File: config.mk
export PLATFORM = sky130hd
export DESIGN_NAME = neuron_accumulator_flat
export DESIGN_NICKNAME = d
export VERILOG_FILES = /design/src/rtl/neuron_pkg.sv /design/src/rtl/neuron_accumulator_if.sv /design/src/rtl/neuron_accumulator_sat.sv /design/src/rtl/neuron_accumulator.sv /design/src/flat_wrapper.sv
export SDC_FILE = /design/constraint.sdc
export NUM_CORES = 1
export LEC_CHECK = 0
export ABC_CLOCK_PERIOD_IN_PS = 7200
export CAP_MARGIN = 10
export CORE_MARGIN = 8
export CORE_UTILIZATION = 50
export DETAILED_ROUTE_END_ITERATION = 6
export GPL_ROUTABILITY_DRIVEN = 0
export PLACE_DENSITY = 0.74
export SYNTH_ARGS = -nofsm -noshare
export SYNTH_HDL_FRONTEND = slang
export SYNTH_SLANG_ARGS = --single-unit
export TNS_END_PERCENT = 50
File: constraint.sdc
create_clock -name clk -period 7.2 [get_ports clk]
set_clock_uncertainty 0.1 [all_clocks]
set_input_delay 1.08 -clock clk [delete_from_list [all_inputs] [get_ports clk]]
set_output_delay 1.08 -clock clk [all_outputs]
set_load 0.02 [all_outputs]
File: src/rtl/neuron_pkg.sv
// Shared types for the neuron datapath: product/result widths, the Q1.7
// result type and the accumulator state encoding.
// Optional feature macro used by the accumulator: NEURON_RELU_EN.
package neuron_pkg;

    localparam int IN_W  = 9;   // signed Q2.7 product
    localparam int OUT_W = 8;   // signed Q1.7 bias/result

    typedef logic signed [IN_W-1:0]  prod_t;
    typedef logic signed [OUT_W-1:0] q17_t;

    typedef enum logic [1:0] {
        IDLE = 2'd0,
        ACC  = 2'd1,
        DONE = 2'd2
    } state_t;

endpackage

File: src/rtl/neuron_accumulator_if.sv
// Product-in / result-out handshake bundle of the neuron accumulator.
// master: producer of products and consumer of results; slave: accumulator.
interface neuron_accumulator_if
    import neuron_pkg::*;
#(
    parameter int P_W = neuron_pkg::IN_W,
    parameter int Q_W = neuron_pkg::OUT_W
);
    logic                  prod_valid;
    logic                  prod_ready;
    logic signed [P_W-1:0] prod;
    logic signed [Q_W-1:0] bias;
    logic                  out_valid;
    logic                  out_ready;
    logic signed [Q_W-1:0] out_data;

    modport master (
        output prod_valid, prod, bias, out_ready,
        input  prod_ready, out_valid, out_data
    );

    modport slave (
        input  prod_valid, prod, bias, out_ready,
        output prod_ready, out_valid, out_data
    );
endinterface

File: src/rtl/neuron_accumulator_sat.sv
// q17_saturate: combinational signed clamp from an ACC_W-bit accumulator to
// an OUT_W-bit result, no rounding. Requires ACC_W >= OUT_W.
module q17_saturate #(
    parameter int ACC_W = 12,
    parameter int OUT_W = 8
) (
    input  logic signed [ACC_W-1:0] din,
    output logic signed [OUT_W-1:0] dout
);
    localparam logic signed [ACC_W-1:0] SAT_MAX =
        {{(ACC_W-OUT_W+1){1'b0}}, {(OUT_W-1){1'b1}}};
    localparam logic signed [ACC_W-1:0] SAT_MIN =
        {{(ACC_W-OUT_W+1){1'b1}}, {(OUT_W-1){1'b0}}};

    function automatic logic signed [OUT_W-1:0] sat(input logic signed [ACC_W-1:0] v);
        logic signed [ACC_W-1:0] c;
        if (v > SAT_MAX)
            c = SAT_MAX;
        else if (v < SAT_MIN)
            c = SAT_MIN;
        else
            c = v;
        return c[OUT_W-1:0];
    endfunction

    // Clamp the accumulator into the representable result range.
    always_comb begin
        dout = sat(din);
    end
endmodule

File: src/rtl/neuron_accumulator.sv
// neuron_accumulator: sums N_INPUTS signed Q2.7 products plus a signed Q1.7
// bias, saturates to Q1.7 and holds the result until it is taken.
// Macro NEURON_RELU_EN: when defined, negative results are forced to 0.
module neuron_accumulator
    import neuron_pkg::*;
#(
    parameter int N_INPUTS = 4,
    parameter int IN_W     = neuron_pkg::IN_W,
    parameter int OUT_W    = neuron_pkg::OUT_W,
    parameter int ACC_W    = IN_W + $clog2(N_INPUTS) + 1
) (
    input logic                 clk,
    input logic                 rst,
    neuron_accumulator_if.slave bus
);
    localparam int CNT_W = (N_INPUTS > 1) ? $clog2(N_INPUTS + 1) : 1;

    state_t                  state, state_nxt;
    logic signed [ACC_W-1:0] acc, acc_nxt;
    logic [CNT_W-1:0]        cnt, cnt_nxt;
    logic signed [OUT_W-1:0] out_q, sat_out, res;
    logic                    accept;

    // Handshake flags are decoded from the registered state only, so
    // out_ready never reaches prod_ready combinationally.
    assign bus.prod_ready = (state != DONE);
    assign bus.out_valid  = (state == DONE);
    assign bus.out_data   = out_q;
    assign accept         = bus.prod_valid && (state != DONE);

    q17_saturate #(.ACC_W(ACC_W), .OUT_W(OUT_W)) u_sat (
        .din  (acc_nxt),
        .dout (sat_out)
    );

    // Optional rectification of the saturated sum.
    always_comb begin
`ifdef NEURON_RELU_EN
        res = sat_out[OUT_W-1] ? '0 : sat_out;
`else
        res = sat_out;
`endif
    end

    // State register.
    always_ff @(posedge clk) begin
        if (rst)
            state <= IDLE;
        else
            state <= state_nxt;
    end

    // Next-state and accumulator update; bias only enters on the first product.
    always_comb begin
        state_nxt = state;
        acc_nxt   = acc;
        cnt_nxt   = cnt;
        case (state)
            IDLE: begin
                if (accept) begin
                    acc_nxt   = ACC_W'(bus.bias) + ACC_W'(bus.prod);
                    cnt_nxt   = CNT_W'(1);
                    state_nxt = (N_INPUTS == 1) ? DONE : ACC;
                end
            end
            ACC: begin
                if (accept) begin
                    acc_nxt = acc + ACC_W'(bus.prod);
                    cnt_nxt = cnt + CNT_W'(1);
                    if (cnt_nxt == CNT_W'(N_INPUTS))
                        state_nxt = DONE;
                end
            end
            DONE: begin
                if (bus.out_ready)
                    state_nxt = IDLE;
            end
            default: state_nxt = IDLE;
        endcase
    end

    // Datapath registers; the result is captured on the final accept and held through DONE.
    always_ff @(posedge clk) begin
        if (rst) begin
            acc   <= '0;
            cnt   <= '0;
            out_q <= '0;
        end else begin
            acc <= acc_nxt;
            cnt <= cnt_nxt;
            if (state != DONE && state_nxt == DONE)
                out_q <= res;
        end
    end
endmodule

File: src/flat_wrapper.sv
// flat-port wrapper written by rule: the top's interface ports become plain ports
module neuron_accumulator_flat import neuron_pkg::*;
#(
    parameter int N_INPUTS = 4,
    parameter int IN_W     = neuron_pkg::IN_W,
    parameter int OUT_W    = neuron_pkg::OUT_W,
    parameter int ACC_W    = IN_W + $clog2(N_INPUTS) + 1
)
  (clk, rst, bus_prod_valid, bus_prod, bus_bias, bus_out_ready, bus_prod_ready, bus_out_valid, bus_out_data);
  neuron_accumulator_if bus_i ();
  input logic clk;
  input logic rst;
  input wire logic [$bits(bus_i.prod_valid)-1:0] bus_prod_valid;
  input wire logic [$bits(bus_i.prod)-1:0] bus_prod;
  input wire logic [$bits(bus_i.bias)-1:0] bus_bias;
  input wire logic [$bits(bus_i.out_ready)-1:0] bus_out_ready;
  output wire logic [$bits(bus_i.prod_ready)-1:0] bus_prod_ready;
  output wire logic [$bits(bus_i.out_valid)-1:0] bus_out_valid;
  output wire logic [$bits(bus_i.out_data)-1:0] bus_out_data;
  assign bus_i.prod_valid = bus_prod_valid;
  assign bus_i.prod = bus_prod;
  assign bus_i.bias = bus_bias;
  assign bus_i.out_ready = bus_out_ready;
  assign bus_prod_ready = bus_i.prod_ready;
  assign bus_out_valid = bus_i.out_valid;
  assign bus_out_data = bus_i.out_data;
  neuron_accumulator #(.N_INPUTS(N_INPUTS), .IN_W(IN_W), .OUT_W(OUT_W), .ACC_W(ACC_W)) u_core (.clk(clk), .rst(rst), .bus(bus_i));
endmodule
# [Yosys cells after proc, flatten, opt, wreduce, memory -nomap -nowiden]
# Index checks and enable logic that the tools add are counted.
[word_totals] reg_bits=25 in_bits=21 output_inout_bits=10 elab_cells=34
[classes] add_sub_neg=3 order_cmp=2 n_eq_ne=7 mux=13 reduce_logical=5
[ops] operator="two-way mux 12 bit" count=2
[ops] operator="case mux 12 bit (2 select lines)" count=1
[ops] operator="two-way mux 8 bit" count=2
[ops] operator="adder 12 x 9 -> 12 bit" count=1
[ops] operator="> comparator 12 x 8 -> 1 bit, second input constant" count=1
[ops] operator="less-than comparator 12 x 8 -> 1 bit, second input constant" count=1
[ops] operator="adder 8 x 9 -> 10 bit" count=1
[ops] operator="two-way mux 2 bit" count=4
[ops] operator="two-way mux 3 bit" count=2
[ops] operator="case mux 2 bit (3 select lines)" count=1
[ops] operator="case mux 3 bit (2 select lines)" count=1
[ops] operator="== test 2 bit, second input constant" count=2
[ops] operator="inequality test 2 x 1 -> 1 bit, second input constant" count=2
[ops] operator="adder 3 x 1 -> 3 bit, second input constant" count=1
[ops] operator="== test 3 bit, second input constant" count=1
[ops] operator="AND reduction 3 bit" count=1
[ops] operator="== test 2 x 1 -> 1 bit, second input constant" count=1
[ops] operator="logical AND 1 bit" count=2
[ops] operator="zero test 2 bit" count=1
[ops] operator="inequality test 2 bit, second input constant" count=1
[ops] operator="nonzero test 2 bit" count=1

# [Longest topological paths before layout]
[depth] ltp_word=7 ltp_mapped=10 ltp_nobuf=10

# [Modules after synthesis]
# A second synthesis with hierarchy kept.
[hier_totals] cells_unflattened=269 hier_area_um2=2150.8
[modules_own_cells] module="neuron_accumulator" n_inst=1 cells_each=240 area_each_um2=1940.6 seq_area_each_um2=500.5
[modules_own_cells] module="q17_saturate" n_inst=1 cells_each=29 area_each_um2=210.2 seq_area_each_um2=0.0

# [Least setup slack after synthesis]
# OpenSTA, ideal clock, no wires.
[synth_timing] path_type="input-to-reg" from="in bus_bias[0]" to="reg u_core.out_q[0] (netlist: u_core.bus.out_data[0])" arrival_ns=3.263 required_time_ns=7.021 setup_slack_ns=3.757 stages=10 path_buffers=0 cell_sequence="ha_1 -> fa_1 -> a21oi_2 -> o211ai_2 -> o41ai_2 -> xnor2_1 -> a31oi_1 -> nor4_4 -> o21bai_1 -> a211oi_2"
[synth_via] elab_chain_len=6 elab_cells_between_ends=7
[synth_rtl] item="start, declared" line_no="flat_wrapper.sv:15" rtl="input wire logic [$bits(bus_i.bias)-1:0] bus_bias;"
[synth_rtl] item="adder 8 x 9 -> 10 bit *" line_no="neuron_accumulator.sv:61" rtl="acc_nxt = ACC_W'(bus.bias) + ACC_W'(bus.prod);"
[synth_rtl] item="two-way mux 12 bit *" line_no="neuron_accumulator.sv:60" rtl="if (accept) begin"
[synth_rtl] item="case mux 12 bit (2 select lines) *" line_no="neuron_accumulator.sv:58" rtl="case (state)"
[synth_rtl] item="less-than comparator 12 x 8 -> 1 bit" line_no="neuron_accumulator_sat.sv:19" rtl="else if (v < SAT_MIN)"
[synth_rtl] item="two-way mux 8 bit" line_no="neuron_accumulator_sat.sv:19"
[synth_rtl] item="two-way mux 8 bit *" line_no="neuron_accumulator_sat.sv:17" rtl="if (v > SAT_MAX)"
[synth_rtl] item="end signal, assigned" line_no="neuron_accumulator.sv:92" rtl="out_q <= res;"
[synth_rtl] item="end, declared" line_no="neuron_accumulator.sv:21" rtl="logic signed [OUT_W-1:0] out_q, sat_out, res;"
# Mark *: on every way between the ends. The rest lies on a longest branch, timed or not.
# A chain may end at the register's enable or synchronous reset.

# [Worst setup path in the final report]
[layout_timing] from="in bus_prod[0]" to="reg u_core.out_q[4] (netlist: u_core.bus.out_data[4])"
[layout_via] elab_chain_len=6 elab_cells_between_ends=9
[layout_rtl] item="start, declared" line_no="flat_wrapper.sv:14" rtl="input wire logic [$bits(bus_i.prod)-1:0] bus_prod;"
[layout_rtl] item="adder 12 x 9 -> 12 bit / adder 8 x 9 -> 10 bit (equally long branches)" line_no="neuron_accumulator.sv:68, neuron_accumulator.sv:61"
[layout_rtl] item="two-way mux 12 bit, on equally long branches" line_no="neuron_accumulator.sv:67, neuron_accumulator.sv:60"
[layout_rtl] item="case mux 12 bit (2 select lines) *" line_no="neuron_accumulator.sv:58"
[layout_rtl] item="less-than comparator 12 x 8 -> 1 bit" line_no="neuron_accumulator_sat.sv:19"
[layout_rtl] item="two-way mux 8 bit" line_no="neuron_accumulator_sat.sv:19"
[layout_rtl] item="two-way mux 8 bit *" line_no="neuron_accumulator_sat.sv:17"
# Marked as above.

==> flow_metrics.py <==
metrics = {
    "global_routing": {
        "antenna_found_initial": 0,
        "grt_pass1_wl_um": 8562,
        "grt_max_degree": 22,
        "grt_pass1_vias": 1888,
        "grt_usage": 0.1614,
        "grt-ovfl-total": 0,
    },
    "clock_tree": {
        "root_buffer": "clkbuf_8",
        "htree_levels": 1,
        "hold_buffers": 0,
        "clock_sinks": 25,
        "cts_buffer_depth": 2,
        "cts_tree": "yes",
        "post_cts_buffers": 0,
        "cts.clk_slew.worst_paths_ns": 0.09,
        "cts_buffers": 3,
        "clk_latency_ns": 0.27,
        "cts_resized": 0,
    },
    "route": {
        "drc_errors": 0,
        "wl_um": 5095,
        "ant_nets": 0,
        "routedWlPerCell_um": 15.25,
        "viasPerCell": 5.907,
        "drt_iter0_drc": 139,
        "dr.pass1.iters": 4,
        "num_vias": 1973,
    },
    "placed_design": {
        "placedCellCount": 330,
        "dp_hpwl_um": 4000,
        "portBuffers": 30,
    },
    "setup_path": {
        "crit_chain": "clkdlybuf4s50_1, ha_1, fa_1, a211oi_1, o21bai_1, o211ai_1, mux2i_1, o211ai_1, nor4_4, o221ai_1, a21oi_1",
        "r2r_end": "u_core.bus.out_data[4]",
        "critPathRequiredTime_ns": 7.31,
        "critPathSlowestCell": "clkdlybuf4s50_1",
        "r2r_cells": 10,
        "worst-path-buf-inv": 1,
        "slowest_delay_ns": 0.43,
        "cp_top_family": "compound AO/OA/AOI/OAI gates",
        "rrSetupSlack_ns": 4.24,
        "path_class": "in -> reg",
        "worstPathArrival_ns": 4.01,
        "path_max_fanout": 7,
        "worstReg2RegStart": "u_core.acc[0]",
        "critical_path.endpoint_type": "flop",
        "crit_top_cell": "o211ai_1",
        "critPathLaunchType": "input port",
    },
    "layout": {
        "layout.cells.non_filler": 334,
        "area_growth_pct": 17.75,
        "num_antenna_cells": 0,
        "drive_above_1_share": 0.08099,
        "fillers": 365,
        "nets": 330,
    },
    "job": {
        "maxCapViolCount": 0,
    },
    "sta": {
        "grt_setup_unrepaired": "false",
        "finalHoldViolations": 0,
        "post-route-period-util": 0.5422,
        "slew_headroom": 0.4691,
        "min_period_ns": 3.903,
        "finalSetupViolations": 0,
        "slew_violations": 0,
        "fin_tns_setup_ns": 0,
        "tightest_slew_ns": 0.7939,
        "fmax_mhz": 256.2,
    },
    "yosys": {
        "synth.avg_cell_area_um2": 8.249,
        "synth-seq-area-share": 0.2352,
        "synth.most_common_cell": "nor2_1",
        "synth-seq-cells": 25,
        "postSynthCellCount": 258,
        "synth_top_area_share": 0.2352,
        "yosysTopAreaCell": "dfxtp_1",
        "synth_edf_count": 0,
        "yosysWarnings": 0,
        "syn_nets": 303,
        "synth_flop_cell": "dfxtp_1",
        "ys_types": 52,
        "synth_area_leaders": "dfxtp_1 24%, ha_1 13%, nor2_1 5.3%, a21oi_1 4.7%, o21ai_0 4.5%",
        "syn-cell-area_mm2": 0.002128,
        "async_reset_ff_frac": 0,
        "yosys-top-cells-count": "30 x nor2_1, 25 x dfxtp_1, 22 x ha_1, 20 x a21oi_1, 19 x o21ai_0",
    },
    "min_path": {
        "whs_path_depth": 2,
        "worstHoldStart": "u_core.bus.out_data[7]",
        "hold_class": "reg -> reg",
        "hold_end": "u_core.bus.out_data[7]",
    },
    "floorplan": {
        "die_x_um": 81.24,
        "design.die.area_mm2": 0.006600,
        "num_rows": 23,
        "core_mm2": 0.004058,
        "io_pins": 31,
        "die_h_um": 81.24,
        "start_util": 0.5245,
    },
    "power": {
        "clkPwrFrac": 0.216,
        "p_int_mw": 0.2539,
        "leakagePower_nw": 0.9903,
        "power_switching_mw": 0.1415,
        "combPwrFrac": 0.395,
        "peakVddDrop_mv": 0.1291,
        "swShare": 0.3578,
        "power_density_mw_per_mm2": 157.8,
        "seq_power_share": 0.389,
    },
    "run_status": {
        "status": "completed",
    },
}
[worst max path at each step]
stage	start	to	depth (start not counted)
after floorplan	bus_bias[0]	u_core.bus.out_data[0]	10
after global placement	bus_prod[0]	u_core.bus.out_data[4]	11
after detailed placement	bus_prod[0]	u_core.bus.out_data[4]	11
after CTS	bus_prod[0]	u_core.bus.out_data[4]	11
after global routing	bus_prod[0]	u_core.bus.out_data[4]	11
final	bus_prod[0]	u_core.bus.out_data[4]	11
[cells in the final DEF, fill, tap and decap left out, types with 3 or more instances in the layout]
cell	n
nor3_1	11
a211oi_2	6
nand3_1	8
a211oi_1	4
ha_1	22
nand2b_1	3
and3_1	3
and2_1	4
mux2i_1	5
or2_2	3
o211ai_1	7
xnor2_1	6
inv_1	4
dfxtp_1	25
nand2_1	14
clkbuf_8	3
nor2_1	30
a21oi_1	20
o21bai_1	9
a31oi_1	3
o21ai_0	19
nor2b_1	3
o21a_1	3
clkdlybuf4s50_1	30
xor2_1	4
[state kept, by name (all words and copies together) (netlist names)]
| register | cells |
|---|---|
| u_core.cnt | 3 |
| u_core.bus.out_data | 8 |
| u_core.acc | 12 |
| u_core.state | 2 |
[kinds of logic (layout without fill, tap and decap cells)]
| group | after synthesis | in the layout | synth area share |
|---|---|---|---|
| adder cells (fa/ha/maj) | 24 | 24 | 0.1481 |
| AO/OA/AOI/OAI | 87 | 87 | 0.2934 |
| AND/OR/NAND/NOR | 95 | 95 | 0.2369 |
| buffers and inverters | 12 | 38 | 0.02175 |
| multiplexers | 5 | 5 | 0.02352 |
| XOR/XNOR | 10 | 10 | 0.04115 |
| flip-flops | 25 | 25 | 0.2352 |
[final cells by class]
class,count,area (um2),share of cell area
flip-flops and latches,25,500.5,0.1997
clock buffers,3,41.29,0.01648
well taps,50,62.56,0.02496
clock inverters,1,5.005,0.001997
multi-input cells,221,1582,0.6311
repair buffers,30,300.3,0.1198
inverters,4,15.01,0.005991
[stage by stage]
step | power [mW] | hold slack [ns] | util | setup slack, ns | instance area (um2)
3_5_place_dp | 0.3119 | 0.3494 | 0.6062 | 3.013 | 2460
4_1_cts | 0.3976 | 0.3638 | 0.6176 | 3.286 | 2506
3_3_place_gp | 0.3109 | 0.3457 | 0.6062 | 3.037 | 2460
5_1_grt | 0.4225 | 0.3904 | 0.6176 | 3.011 | 2506
2_1_floorplan | 0.2732 | 0.3277 | - | 3.757 | 2128
6_report | 0.3954 | 0.3630 | 0.6176 | 3.297 | 2506
[worst reg2reg max path, stage by stage (launching register included)]
cell,delay [ns]
dfxtp_1,0.33
ha_1,0.21
fa_1,0.43
a211oi_1,0.31
o21bai_1,0.15
o211ai_1,0.20
mux2i_1,0.21
o211ai_1,0.20
nor4_4,0.40
o221ai_1,0.17
a21oi_1,0.18
[routing by layer]
layer / GRT usage / up-vias / part of all wire
li1: - / 1012 / -
met1: 0.1941 / 922 / 0.46
met2: 0.2847 / 33 / 0.49
met3: 0.02870 / 6 / 0.029
met4: 0.04821 / 0 / 0.014
met5: 0 / - / 0
[power by group through the flow]
stage | clock network, mW | registers [mW] | logic, mW
after global routing | 0.0923 | 0.155 | 0.175
after global placement | 0 | 0.157 | 0.154
final | 0.0853 | 0.154 | 0.156
after floorplan | 0 | 0.153 | 0.120
after detailed placement | 0 | 0.157 | 0.155
after CTS | 0.0878 | 0.154 | 0.156
Power figures use the tool's default switching activity.
==> patch: new RTL, same settings <==
Re-encode `state_t` (3 states) as one-hot, 3 bits wide.
--- a/src/rtl/neuron_pkg.sv
+++ b/src/rtl/neuron_pkg.sv
@@ -9,10 +9,10 @@
     typedef logic signed [IN_W-1:0]  prod_t;
     typedef logic signed [OUT_W-1:0] q17_t;
 
-    typedef enum logic [1:0] {
-        IDLE = 2'd0,
-        ACC  = 2'd1,
-        DONE = 2'd2
+    typedef enum logic [2:0] {
+        IDLE = 3'b001,
+        ACC  = 3'b010,
+        DONE = 3'b100
     } state_t;
 
 endpackage
Check against the original RTL: no difference found for any inputs over 4 cycles, from zero or initial values and one cycle with rst high; so few cycles prove little.
==> patch against the original RTL <==
Sequential cell count grew 1. Clock power grew 42%. Routed wire length grew 6.1%. Area after synthesis grew 5.5%. Highest routed layer unchanged. Synthesized cell count grew 5.8%. Worst setup slack lost 210 ps. Design area grew 5.9%. Non-clock buffer count grew 1. Largest power group unchanged. Power grew 14%.
==> patch: results <==
set metrics [dict create \
    dpl_worst_slack_ps 2790 \
    grt_max_degree 27 \
    endpoint "u_core.bus.out_data[6]$_SDFFE_PP0P_" \
    drive_gt1_share_pct 6.00 \
    grt_pass1_wl_mm 9.58 \
    met3_usage_pct 2.25 \
    synth.avg_cell_area_um2 8.23 \
    slew_headroom_pct 33.6 \
    nFillCells 402 \
    wl_met3_um 308 \
    dp_hpwl_mm 4.24 \
    synth.distinct_cells 58 \
    ys_seq_area_share_pct 23.2 \
    dp_cells 348 \
    grt_use_total_pct 15.8 \
    synth_nets 318 \
    gr-max-usage-layer "met2" \
    met2_wirelength_mm 2.33 \
    synth-main-ff-cell "dfxtp_1" \
    netlist_top_cells_area "dfxtp_1, ha_1, nor2_1, nor2b_1, a211oi_1" \
    cp.arrival_ps 4190 \
    synthTopCellsByCount "nor2_1, dfxtp_1, ha_1" \
    setup_ws_ps 3090 \
    cts_buffers 3 \
    wl_per_cell_um 15.4 \
    p_leak_nw 1.07 \
    wl_met1_mm 2.71 \
    drtIter0Drc 122 \
    p_sw_share_pct 32.7 \
    grt.met1_usage_pct 21.7 \
    via_per_inst 6.05 \
    status "finished clean" \
]
-- patch: worst min path at each step --
stage	startpoint	endpoint	slack, ps	depth (start not counted)
finish	u_core.bus.out_data[7]$_SDFFE_PP0P_	u_core.bus.out_data[7]$_SDFFE_PP0P_	410	2
global route	u_core.cnt[2]$_SDFFE_PP0P_	u_core.cnt[2]$_SDFFE_PP0P_	420	2
CTS	u_core.bus.out_data[5]$_SDFFE_PP0P_	u_core.bus.out_data[5]$_SDFFE_PP0P_	400	2
detailed placement	u_core.bus.out_data[7]$_SDFFE_PP0P_	u_core.bus.out_data[7]$_SDFFE_PP0P_	380	2
global placement	u_core.cnt[2]$_SDFFE_PP0P_	u_core.cnt[2]$_SDFFE_PP0P_	380	2
floorplan	u_core.cnt[2]$_SDFFE_PP0P_	u_core.cnt[2]$_SDFFE_PP0P_	370	2
-- patch: power groups by stage --
stage,combinational (mW),clock (mW),sequential [mW]
3_3_place_gp,0.162,0,0.164
5_1_grt,0.187,0.130,0.163
6_report,0.167,0.121,0.162
4_1_cts,0.166,0.124,0.161
3_5_place_dp,0.164,0,0.165
2_1_floorplan,0.125,0,0.161
-- patch: kinds of logic (layout without fill, tap and decap cells) --
| group | Yosys count | in the layout | synth area share, % |
|---|---|---|---|
| adder cells (fa/ha/maj) | 24 | 24 | 14.0 |
| AO/OA/AOI/OAI | 87 | 87 | 29.6 |
| flip-flops | 26 | 26 | 23.2 |
| XOR/XNOR | 11 | 11 | 4.29 |
| buffers and inverters | 15 | 42 | 2.73 |
| multiplexers | 3 | 3 | 1.34 |
| AND/OR/NAND/NOR | 107 | 107 | 24.8 |
-- patch: final cells by class --
| type | instances | area, um^2 | share of cell area, % |
|---|---|---|---|
| Clock buffer | 3 | 41.3 | 1.56 |
| Clock inverter | 1 | 30.0 | 1.13 |
| Inverter | 7 | 26.3 | 0.990 |
| Multi-Input combinational cell | 232 | 1660 | 62.7 |
| Sequential cell | 26 | 520 | 19.6 |
| Tap cell | 52 | 65.1 | 2.45 |
| Timing Repair Buffer | 31 | 308 | 11.6 |
-- patch: per-stage QoR --
stage | power, mW | hold WS (ps) | util [%] | instance area [um^2]
2_1_floorplan | 0.286 | 369 | - | 2250
3_3_place_gp | 0.326 | 382 | 59.3 | 2580
3_5_place_dp | 0.329 | 383 | 59.3 | 2580
4_1_cts | 0.451 | 404 | 61.0 | 2660
5_1_grt | 0.480 | 418 | 61.0 | 2660
6_report | 0.449 | 407 | 61.0 | 2660
-- patch: worst max-delay path, stage by stage --
cell and delay [ps]:
clkdlybuf4s50_1 420, ha_1 260, fa_1 410, a21oi_1 250
o2111ai_1 220, a21oi_1 260, mux2i_1 220, nand4_1 240
o41ai_4 460, nand2_1 130, a211oi_1 240
